==> config.mk <==
export PLATFORM = sky130hd
export DESIGN_NAME = logic_gate_pipe
export DESIGN_NICKNAME = d
export VERILOG_FILES = /design/src/rtl/logic_gate_pipe.sv
export SDC_FILE = /design/constraint.sdc
export NUM_CORES = 1
export LEC_CHECK = 0
export CORE_MARGIN = 2
export CORE_UTILIZATION = 53
export DETAILED_ROUTE_END_ITERATION = 10
export PLACE_DENSITY = 0.85
export SYNTH_ARGS = -nofsm -noshare
export SYNTH_HDL_FRONTEND = slang
export SYNTH_SLANG_ARGS = --single-unit
export TNS_END_PERCENT = 100
==> constraint.sdc <==
create_clock -name clk -period 4.5 [get_ports clk]
set_clock_uncertainty 0.05 [all_clocks]
set_input_delay 1.35 -clock clk [delete_from_list [all_inputs] [get_ports clk]]
set_output_delay 1.35 -clock clk [all_outputs]
set_load 0.05 [all_outputs]
==> src/rtl/logic_gate_pipe.sv <==
// logic_gate_pipe
//   Two-stage valid/ready pipeline that reduces NUM_IN operands of WIDTH bits
//   with a selectable bitwise gate (AND/OR/XOR/NAND/NOR/XNOR), plus two sticky
//   accumulate modes (ACC_OR, ACC_XOR) that fold the reduction into an
//   internal accumulator.
//
// Ports
//   clk        rising-edge clock
//   rst_n      synchronous reset, active-low
//   in_valid   input transaction valid
//   in_ready   block can accept this cycle (combinational from out_ready)
//   in_data    operand k = in_data[k*WIDTH +: WIDTH]
//   in_op      0 AND,1 OR,2 XOR,3 NAND,4 NOR,5 XNOR,6 ACC_OR,7 ACC_XOR
//   acc_clr    clear accumulator (no handshake)
//   out_valid  result valid
//   out_ready  downstream accepts result
//   out_data   result
//   out_zero   out_data == 0
//   acc_value  current accumulator contents
module logic_gate_pipe #(
  parameter int unsigned WIDTH  = 8,
  parameter int unsigned NUM_IN = 4
) (
  input  logic                    clk,
  input  logic                    rst_n,
  input  logic                    in_valid,
  output logic                    in_ready,
  input  logic [NUM_IN*WIDTH-1:0] in_data,
  input  logic [2:0]              in_op,
  input  logic                    acc_clr,
  output logic                    out_valid,
  input  logic                    out_ready,
  output logic [WIDTH-1:0]        out_data,
  output logic                    out_zero,
  output logic [WIDTH-1:0]        acc_value
);

  typedef enum logic [2:0] {
    OP_AND     = 3'd0,
    OP_OR      = 3'd1,
    OP_XOR     = 3'd2,
    OP_NAND    = 3'd3,
    OP_NOR     = 3'd4,
    OP_XNOR    = 3'd5,
    OP_ACC_OR  = 3'd6,
    OP_ACC_XOR = 3'd7
  } op_e;

  op_e              w_op;
  logic [WIDTH-1:0] w_and;
  logic [WIDTH-1:0] w_or;
  logic [WIDTH-1:0] w_xor;
  logic [WIDTH-1:0] w_acc_eff;
  logic [WIDTH-1:0] w_result;
  logic             w_is_acc;
  logic             w_s1_adv;
  logic             w_s2_adv;
  logic             w_accept;

  logic             r_s1_valid;
  logic [WIDTH-1:0] r_s1_data;
  logic             r_s2_valid;
  logic [WIDTH-1:0] r_s2_data;
  logic             r_s2_zero;
  logic [WIDTH-1:0] r_acc;

  assign w_op = op_e'(in_op);

  // Full reductions; the inverting ops invert these, not a pairwise chain.
  always_comb begin
    w_and = '1;
    w_or  = '0;
    w_xor = '0;
    for (int unsigned k = 0; k < NUM_IN; k++) begin
      w_and = w_and & in_data[k*WIDTH +: WIDTH];
      w_or  = w_or  | in_data[k*WIDTH +: WIDTH];
      w_xor = w_xor ^ in_data[k*WIDTH +: WIDTH];
    end
  end

  // A clear in the same cycle as an ACC accept applies before the fold.
  assign w_acc_eff = acc_clr ? '0 : r_acc;
  assign w_is_acc  = (w_op == OP_ACC_OR) || (w_op == OP_ACC_XOR);

  always_comb begin
    w_result = '0;
    case (w_op)
      OP_AND:     w_result = w_and;
      OP_OR:      w_result = w_or;
      OP_XOR:     w_result = w_xor;
      OP_NAND:    w_result = ~w_and;
      OP_NOR:     w_result = ~w_or;
      OP_XNOR:    w_result = ~w_xor;
      OP_ACC_OR:  w_result = w_acc_eff | w_or;
      OP_ACC_XOR: w_result = w_acc_eff ^ w_xor;
    endcase
  end

  assign w_s2_adv = !r_s2_valid || out_ready;
  assign w_s1_adv = !r_s1_valid || w_s2_adv;
  assign in_ready = w_s1_adv;
  assign w_accept = in_valid && w_s1_adv;

  always_ff @(posedge clk) begin
    if (!rst_n) begin
      r_s1_valid <= 1'b0;
      r_s1_data  <= '0;
      r_s2_valid <= 1'b0;
      r_s2_data  <= '0;
      r_s2_zero  <= 1'b1;
      r_acc      <= '0;
    end else begin
      if (w_s1_adv) begin
        r_s1_valid <= w_accept;
        if (w_accept) begin
          r_s1_data <= w_result;
        end
      end
      // Output registers only load when a valid item moves in, so they hold
      // their value through a stall.
      if (w_s2_adv) begin
        r_s2_valid <= r_s1_valid;
        if (r_s1_valid) begin
          r_s2_data <= r_s1_data;
          r_s2_zero <= (r_s1_data == '0);
        end
      end
      if (w_accept && w_is_acc) begin
        r_acc <= w_result;
      end else if (acc_clr) begin
        r_acc <= '0;
      end
    end
  end

  assign out_valid = r_s2_valid;
  assign out_data  = r_s2_data;
  assign out_zero  = r_s2_zero;
  assign acc_value = r_acc;

endmodule
==> impl_metrics.csv, run 1 <==
group,metric,value,unit
floorplan,start_util,0.548,
grt,grt_pass1_wl,8640,um
routing,drc,0,
clocking,clk_root_buffer_cell,"clkbuf_8",
floorplan,die_w,68.1,um
placed_design,placed_cells,353,
grt,antenna_found_initial,0,
clocking,clockBufferDepth,2,
clocking,ctsHoldBuffers,0,
sta,tns,0,ps
grt,grt_pass1_vias,1996,
worst_setup_path,worstPathRequired,3100,ps
clocking,h-tree-depth,1,
status,run_status,"finished, final reports clean",
routing,wl,5320,um
worst_hold_path,min_path_type,"reg -> reg",
cells_and_area,final.fill_count,338,
cells_and_area,layout_commonest_cell,"clkdlybuf4s50_1",
routing,drt_iter0_drc,80,
placed_design,gp_congestion,0.921,
grt,grt_overflow,0,
floorplan,core,3970,um2
logic_synthesis,postSynthAreaPerCell,8.49,um2
clocking,clkLatencyLatePin,280,ps
worst_setup_path,path_class,"in -> out",
worst_setup_path,path_delay_family,"buffers and inverters",
worst_setup_path,critPathMaxStageDelay,470,ps
sta,rsz0062_at_grt,"false",
sta,max_freq,278,MHz
logic_synthesis,syn_nets,312,
cells_and_area,stdcell_area,2820,um2
sta,hold_violations,0,
logic_synthesis,syn_inst,256,
clocking,post_cts_resized,0,
pwr,p_per_area,224,nW/um2
floorplan,die_y,68.1,um
cells_and_area,fin_cells,357,
grt,grt_max_degree,22,
logic_synthesis,syn_area,2170,um2
sta,min_period,3600,ps
worst_setup_path,end_kind,"primary output",
sta,setup_ws,902,ps
cells_and_area,seqCellArea,541,um2
sta,slew_headroom,0.533,
run,drv_cap,0,
placed_design,dp_worst_setup_slack,908,ps
routing,drtAntennaViolNets,0,
routing,num_vias,2041,
pwr,leakagePower,1.25,nW
worst_setup_path,slowest_stage,"clkdlybuf4s50_1",
placed_design,place_area,2770,um2
cells_and_area,multiInputGateArea,1520,um2
clocking,cts_buffers,3,
routing,firstDrtPassIters,4,
clocking,path_clk_slew,100,ps
cells_and_area,mostFrequentLayoutCells,"clkdlybuf4s50_1 (57), dfxtp_1 (27), inv_1 (17)",
sta,worst_pin_slew,698,ps
routing,wl_per_cell,14.9,um
logic_synthesis,yosysWarnings,0,
worst_setup_path,arrival,2200,ps
logic_synthesis,synth_cell_types,41,
clocking,cts_sinks,27,
cells_and_area,diodes,0,
pwr,vdd_ir_drop_max,0.133,mV
clocking,postCtsSetupBuffers,0,
grt,grt_use_total,0.240,
placed_design,numPortBuffers,58,
placed_design,place_hpwl,4070,um
floorplan,ios,59,
cells_and_area,layout.nets,364,
logic_synthesis,ys_seq_area_frac,0.249,
pwr,power,0.632,mW
cells_and_area,drive_above_1_share,0.0358,
routing,viasPerCell,5.72,
worst_setup_path,worstPathMaxFanout,4,
worst_setup_path,path_cells,"clkdlybuf4s50_1, nand3b_1, buf_4",
logic_synthesis,synth_seq_cells,27,
sta,finalMaxSlewViolations,0,
sta,post-route-period-util,0.800,
floorplan,rows,23,
worst_setup_path,start_kind,"input pin",
sta,setup_viol,0,
worst_setup_path,timing.critical_path.buf_inv,2,
cells_and_area,area_growth,29.7,%
clocking,tritoncts,"done",
floorplan,dieArea,4630,um2
## layer usage
layer	global-route usage	vias up	part of all wire
met5	0	-	0
met4	0.0725	0	0.0079
met3	0.0280	6	0.056
met2	0.439	74	0.50
met1	0.293	950	0.44
li1	-	1011	-
## logic make-up (layout without fill, tap and decap cells)
| kind of cell | Yosys count | count (layout) | synth area share |
|---|---|---|---|
| flops | 27 | 27 | 0.249 |
| simple gates | 92 | 92 | 0.243 |
| buf+inv | 30 | 81 | 0.0547 |
| mux | 20 | 20 | 0.0955 |
| compound gates | 56 | 56 | 0.161 |
| xor+xnor | 15 | 15 | 0.105 |
| fa+ha+maj | 16 | 16 | 0.0921 |
## metrics by stage
step	hold WS (ps)	util
6_report	428	0.710
2_1_floorplan	389	-
5_1_grt	449	0.710
4_1_cts	430	0.710
3_3_place_gp	410	0.698
3_5_place_dp	415	0.698
## area by class of cell
class	count	area share
Multi-Input combinational cell	199	0.537
Timing Repair Buffer	59	0.208
Sequential cell	27	0.192
Inverter	18	0.0240
Tap cell	50	0.0222
Clock buffer	3	0.0146
Clock inverter	1	0.00266
## registers in the layout (all words and copies together) (netlist names)
signal and flops:
r_s1_valid 1, out_valid 1, out_data 8, r_s1_data 8
acc_value 8, out_zero 1
## Yosys cell counts, drive strengths merged
| cell type | number | area (um2) |
|---|---|---|
| nor2 | 14 | 52.6 |
| and2 | 1 | 6.26 |
| dfxtp | 27 | 541 |
| nor3 | 10 | 50.1 |
| a31o | 2 | 17.5 |
| xnor2 | 8 | 70.1 |
| mux2i | 14 | 140 |
| mux2 | 6 | 67.6 |
| and2b | 1 | 7.51 |
| and3 | 8 | 50.1 |
| a211oi | 1 | 7.51 |
| or3b | 1 | 11.3 |
| ha | 16 | 200 |
| a32o | 2 | 20.0 |
| or2 | 1 | 6.26 |
| a21oi | 13 | 65.1 |
| nor4 | 3 | 33.8 |
| nand2 | 12 | 45.0 |
| clkbuf | 7 | 26.3 |
| nor3b | 8 | 60.1 |
| a211o | 7 | 61.3 |
| nand3b | 3 | 22.5 |
| nand2b | 9 | 56.3 |
| o21a | 1 | 7.51 |
| nand3 | 4 | 20.0 |
| o21ai | 22 | 110 |
| a31oi | 3 | 18.8 |
| o211ai | 1 | 7.51 |
| xnor3 | 6 | 135 |
| or3 | 1 | 6.26 |
| nor2b | 16 | 100 |
| o21ba | 1 | 10.0 |
| a41oi | 2 | 17.5 |
| buf | 5 | 25.0 |
| xor3 | 1 | 23.8 |
| inv | 18 | 67.6 |
| a21boi | 1 | 7.51 |
## path summary, 6_finish.rpt
| check | startpoint | endpoint | slack [ps] | depth (start not counted) |
|---|---|---|---|---|
| worst max-delay path | out_ready | in_ready | 900 | 3 |
| worst min-delay path | r_s1_data[6] | r_s1_data[6] | 430 | 2 |
| worst max register to register | r_s1_valid | acc_value[4] | 2870 | 6 |
| worst min register to register | r_s1_data[6] | r_s1_data[6] | 430 | 2 |
## worst register-to-register path, delay by kind of cell (launching register included)
kind | cells | cell delay (ps)
and+or+nand+nor | 3 | 600
DFF | 1 | 340
buffers and inverters | 1 | 270
AOI/OAI and AO/OA | 2 | 300
## power by group
| group | switching [mW] | internal [mW] | total (mW) |
|---|---|---|---|
| sequential | 0.0100 | 0.252 | 0.262 |
| combinational | 0.109 | 0.115 | 0.224 |
| clock | 0.0829 | 0.0630 | 0.146 |
| total | 0.202 | 0.430 | 0.632 |
Note: power is estimated with default switching activity, not from simulation.
==> run 2: changes to the inputs <==
Settings changed: CORE_UTILIZATION 53 to 49, PLACE_DENSITY 0.85 to 0.79.
Clock period 4.5 ns to 3.7 ns, I/O delays scaled along.
==> impl_metrics.csv, run 2 (synthesized netlist as in run 1, its figures left out) <==
group,metric,value,unit
status,run_status,"finished, final reports clean",
clocking,path_clk_slew,100,ps
clocking,clkLatencyLatePin,280,ps
worst_hold_path,hp-start,"r_s1_data[0]",
pwr,vdd_ir_drop_max,0.146,mV
pwr,p_sw,0.240,mW
cells_and_area,layout.nets,372,
worst_setup_path,worstReg2RegStart,"acc_value[5]",
clocking,clk_root_buffer_cell,"clkbuf_8",
sta,min_period,3140,ps
floorplan,rows,24,
sta,max_freq,318,MHz
pwr,clock_power_share,0.226,
sta,setup_viol,0,
clocking,tritoncts,"done",
worst_setup_path,worstPathMaxFanout,4,
run,drv_cap,0,
worst_setup_path,timing.reg2reg.setup_slack,2180,ps
pwr,seqPwrFrac,0.416,
worst_setup_path,end_kind,"primary output",
grt,grt_pass1_vias,2023,
clocking,post_cts_resized,0,
floorplan,dieArea,4990,um2
pwr,combPwrFrac,0.358,
sta,worst_pin_slew,545,ps
cells_and_area,multiInputGateArea,1520,um2
routing,viasPerCell,5.50,
floorplan,start_util,0.503,
worst_setup_path,r2r-end,"r_s1_data[5]",
placed_design,numPortBuffers,58,
clocking,ctsHoldBuffers,0,
routing,wl,5140,um
sta,hold_violations,0,
worst_setup_path,arrival,1980,ps
sta,slew_headroom,0.637,
clocking,clockBufferDepth,2,
clocking,h-tree-depth,1,
routing,drt_iter0_drc,89,
pwr,leakagePower,1.30,nW
floorplan,core,4320,um2
routing,wl_per_cell,14.0,um
worst_hold_path,hold_depth,2,
cells_and_area,final.fill_count,368,
worst_setup_path,start_kind,"input pin",
clocking,cts_buffers,3,
routing,drc,0,
floorplan,ios,59,
routing,firstDrtPassIters,4,
grt,grt_pass1_wl,8890,um
cells_and_area,mostFrequentLayoutCells,"clkdlybuf4s50_1 (57), dfxtp_1 (27), inv_1 (17)",
worst_hold_path,min_path_type,"reg -> reg",
cells_and_area,seqCellArea,541,um2
cells_and_area,drive_above_1_share,0.0603,
pwr,sw_frac_of_total,0.312,
routing,drtAntennaViolNets,0,
clocking,cts_sinks,27,
floorplan,die_y,70.6,um
cells_and_area,diodes,0,
worst_setup_path,reg2reg_depth,5,
placed_design,gp_congestion,0.893,
worst_setup_path,worstPathRequired,2540,ps
routing,num_vias,2020,
grt,grt_overflow,0,
placed_design,place_hpwl,4040,um
grt,grt_use_total,0.216,
cells_and_area,area_growth,33.1,%
sta,tns,0,ps
worst_setup_path,path_class,"in -> out",
pwr,internal-power,0.528,mW
cells_and_area,layout_commonest_cell,"clkdlybuf4s50_1",
sta,whs,431,ps
sta,finalMaxSlewViolations,0,
worst_hold_path,hold_end,"r_s1_data[0]",
sta,rsz0062_at_grt,"false",
sta,post-route-period-util,0.849,
floorplan,die_w,70.6,um
pwr,p_per_area,265,nW/um2
clocking,postCtsSetupBuffers,0,
grt,antenna_found_initial,0,
grt,grt_max_degree,22,
==> run 2: worst max-delay path by stage <==
| stage | startpoint | end | slack [ps] | cells after the start |
|---|---|---|---|---|
| 2_1_floorplan | out_ready | in_ready | 940 | 1 |
| 3_3_place_gp | in_data[1] | r_s1_data[1] | 490 | 7 |
| 3_5_place_dp | in_data[1] | r_s1_data[1] | 440 | 7 |
| 4_1_cts | out_ready | in_ready | 560 | 3 |
| 5_1_grt | out_ready | in_ready | 510 | 3 |
| 6_report | out_ready | in_ready | 560 | 3 |
==> run 2: power by group through the flow <==
stage	clock network, mW	registers (mW)	logic (mW)
floorplan	0	0.348	0.152
global placement	0	0.326	0.270
detailed placement	0	0.326	0.275
CTS	0.175	0.319	0.277
global route	0.188	0.321	0.301
finish	0.174	0.319	0.275
==> run 2: stage by stage <==
step	area (um2)	setup WS (ps)	std cells	power (mW)	utilization
after floorplan	2170	935	256	0.500	-
after global placement	2850	485	363	0.595	0.658
after detailed placement	2850	441	363	0.601	0.658
after CTS	2900	555	367	0.770	0.670
after global routing	2900	508	367	0.811	0.670
final	2900	560	367	0.767	0.670
==> run 2: area by class of cell <==
| type | instances | share of cell area |
|---|---|---|
| clock buffer | 3 | 0.0143 |
| clock inverter | 1 | 0.00259 |
| inverter | 18 | 0.0233 |
| multi-input combinational | 199 | 0.523 |
| sequential | 27 | 0.187 |
| tap | 52 | 0.0225 |
| timing repair buffer | 67 | 0.227 |
==> run 2: worst max-delay path: stages <==
cell and delay (ps):
clkdlybuf4s50_1 410, nand3b_1 250, buf_12 200
==> run 2: routing by layer <==
metal / track usage / wire (um)
met5: 0 / 0
met1: 0.262 / 2260
met3: 0.0271 / 208
met4: 0.0860 / 96
met2: 0.389 / 2580
==> variant: new RTL, settings of run 1 <==
Reset style: asynchronous (`rst_n`), changed in one clocked block. Comments in the files are not updated.
--- a/src/rtl/logic_gate_pipe.sv
+++ b/src/rtl/logic_gate_pipe.sv
@@ -102,5 +102,5 @@
   assign w_accept = in_valid && w_s1_adv;
 
-  always_ff @(posedge clk) begin
+  always_ff @(posedge clk or negedge rst_n) begin
     if (!rst_n) begin
       r_s1_valid <= 1'b0;
Function: differs if rst_n is asserted again (counterexample within 4 cycles, from zero or initial values and one cycle with rst_n low); with rst_n held inactive, the same outputs for 10 cycles.
==> variant against run 1 <==
Critical path depth unchanged. Count of clock-buffer cells in the layout up 1. Sequential cell count unchanged. Worst setup slack worse by 0.039 ns. Final area up 1.0%. Largest power group is now combinational logic. First-iteration DRC count up 40%. Wire length down 6.1%. Area after synthesis up 2.1%. Sequential power up 20%. Maximum frequency down 1.1%. Sequential share of layout area up 4.6 points. Total power up 32%.
==> variant: results (changes against run 1) <==
Placement
  • Cells after DPL: 323 (was 353)

Final layout
  • Buffers, non-clock: 60 (was 59)
  • Final sequential cell count: 27 (unchanged)
  • Clock buffer and inverter area fraction after layout: 0.01581 (was 0.01730)
  • Share of cells above drive strength 1: 0.09025 (was 0.03583)
  • Sequential cell area share: 0.2376 (was 0.1917)
  • Non-clk invs: 17 (was 18)
  • Multi-input logic area: 1408 µm² (was 1515 µm²)
  • Clock buffer cells: 4 (was 3)
  • Non-clock buffer share of cell area: 0.2082 (was 0.2076)

Synthesis
  • Mapped Avg Cell Area: 10.04 µm² (was 8.494 µm²)
  • List of most frequent post-synthesis cells: 26 x dfrtp_1, 21 x nand2_1, 18 x mux2i_1 (was 27 x dfxtp_1, 17 x inv_1, 16 x ha_1, 16 x nor2b_1)
  • Synth area leaders: dfrtp_1 29%, ha_1 9.0%, mux2i_1 8.1%, xnor2_1 5.5%, mux2_1 4.1% (was dfxtp_1 25%, ha_1 9.2%, mux2i_1 6.4%, xnor3_1 6.2%, nor2b_1 4.6%)
  • Async set-reset flop share out of synthesis: 1.000 (was 0)
  • Top_reg_cell synth: dfrtp_1 (was dfxtp_1)
  • Synth unique cells: 39 (was 41)

Pwr
  • P per Cell Area: 291.8 nW/µm² (was 224.1 nW/µm²)
  • Maximum vdd drop: 164.3 µV (was 133.3 µV)
  • Comb power: 380 µW (was 224 µW)

Global route
  • Largest net degree at the start of global routing: 28 (was 22)
  • Vias in the first global route: 1845 (was 1996)

Setup path
  • CP max stage delay: 0.41 ns (was 0.47 ns)

Route
  • First-iteration detailed-routing DRC count: 112 (was 80)
  • Via density: 5.734 (was 5.717)

Status
  • Status: complete, no violations (unchanged)
-- variant: final timing paths --
| check | from | endpoint | slack (ns) | depth (start not counted) |
|---|---|---|---|---|
| max | out_ready | in_ready | 0.86 | 3 |
| min | out_zero | out_zero | 0.44 | 2 |
| max reg2reg | acc_value[4] | r_s1_data[4] | 2.95 | 5 |
| min reg2reg | out_zero | out_zero | 0.44 | 2 |
| max in group asynchronous | rst_n | out_zero | 2.71 | 2 |
| min in group asynchronous | rst_n | out_valid | 1.39 | 2 |
-- variant: cell families (layout without fill, tap and decap cells) --
family | count (synthesis) | after routing | share of synthesized area
multiplexers | 28 | 28 | 0.1319
XOR/XNOR | 24 | 24 | 0.09470
adder cells (fa/ha/maj) | 16 | 16 | 0.09019
AND/OR/NAND/NOR | 74 | 74 | 0.2069
flip-flops | 27 | 27 | 0.3050
buffers and inverters | 25 | 81 | 0.06088
AO/OA/AOI/OAI | 27 | 27 | 0.1105
-- variant: metrics by stage --
step                cell area [µm²]  hold WS [ns]  utilization  setup WS [ns]
floorplan                      2220        0.4138            -          1.351
global placement               2804        0.4165       0.6960         0.9004
detailed placement             2804        0.4238       0.6960         0.8662
CTS                            2849        0.4372       0.7071         0.8616
global route                   2849        0.4604       0.7071         0.8185
finish                         2849        0.4361       0.7071         0.8628
-- variant: layer usage --
layer,share of wire,vias up,GRT usage
met1,0.40,902,0.2854
met4,0.0084,0,0.06863
met3,0.069,6,0.02597
li1,-,892,-
met2,0.52,75,0.4231
met5,0,-,0
-- variant: tightest hold or removal path: cells and delay by family, from the launching register on --
| family | cells | cell delay, ns |
|---|---|---|
| AND/OR/NAND/NOR | 1 | 0.04 |
| AO/OA/AOI/OAI | 1 | 0.07 |
| flip-flops | 1 | 0.38 |
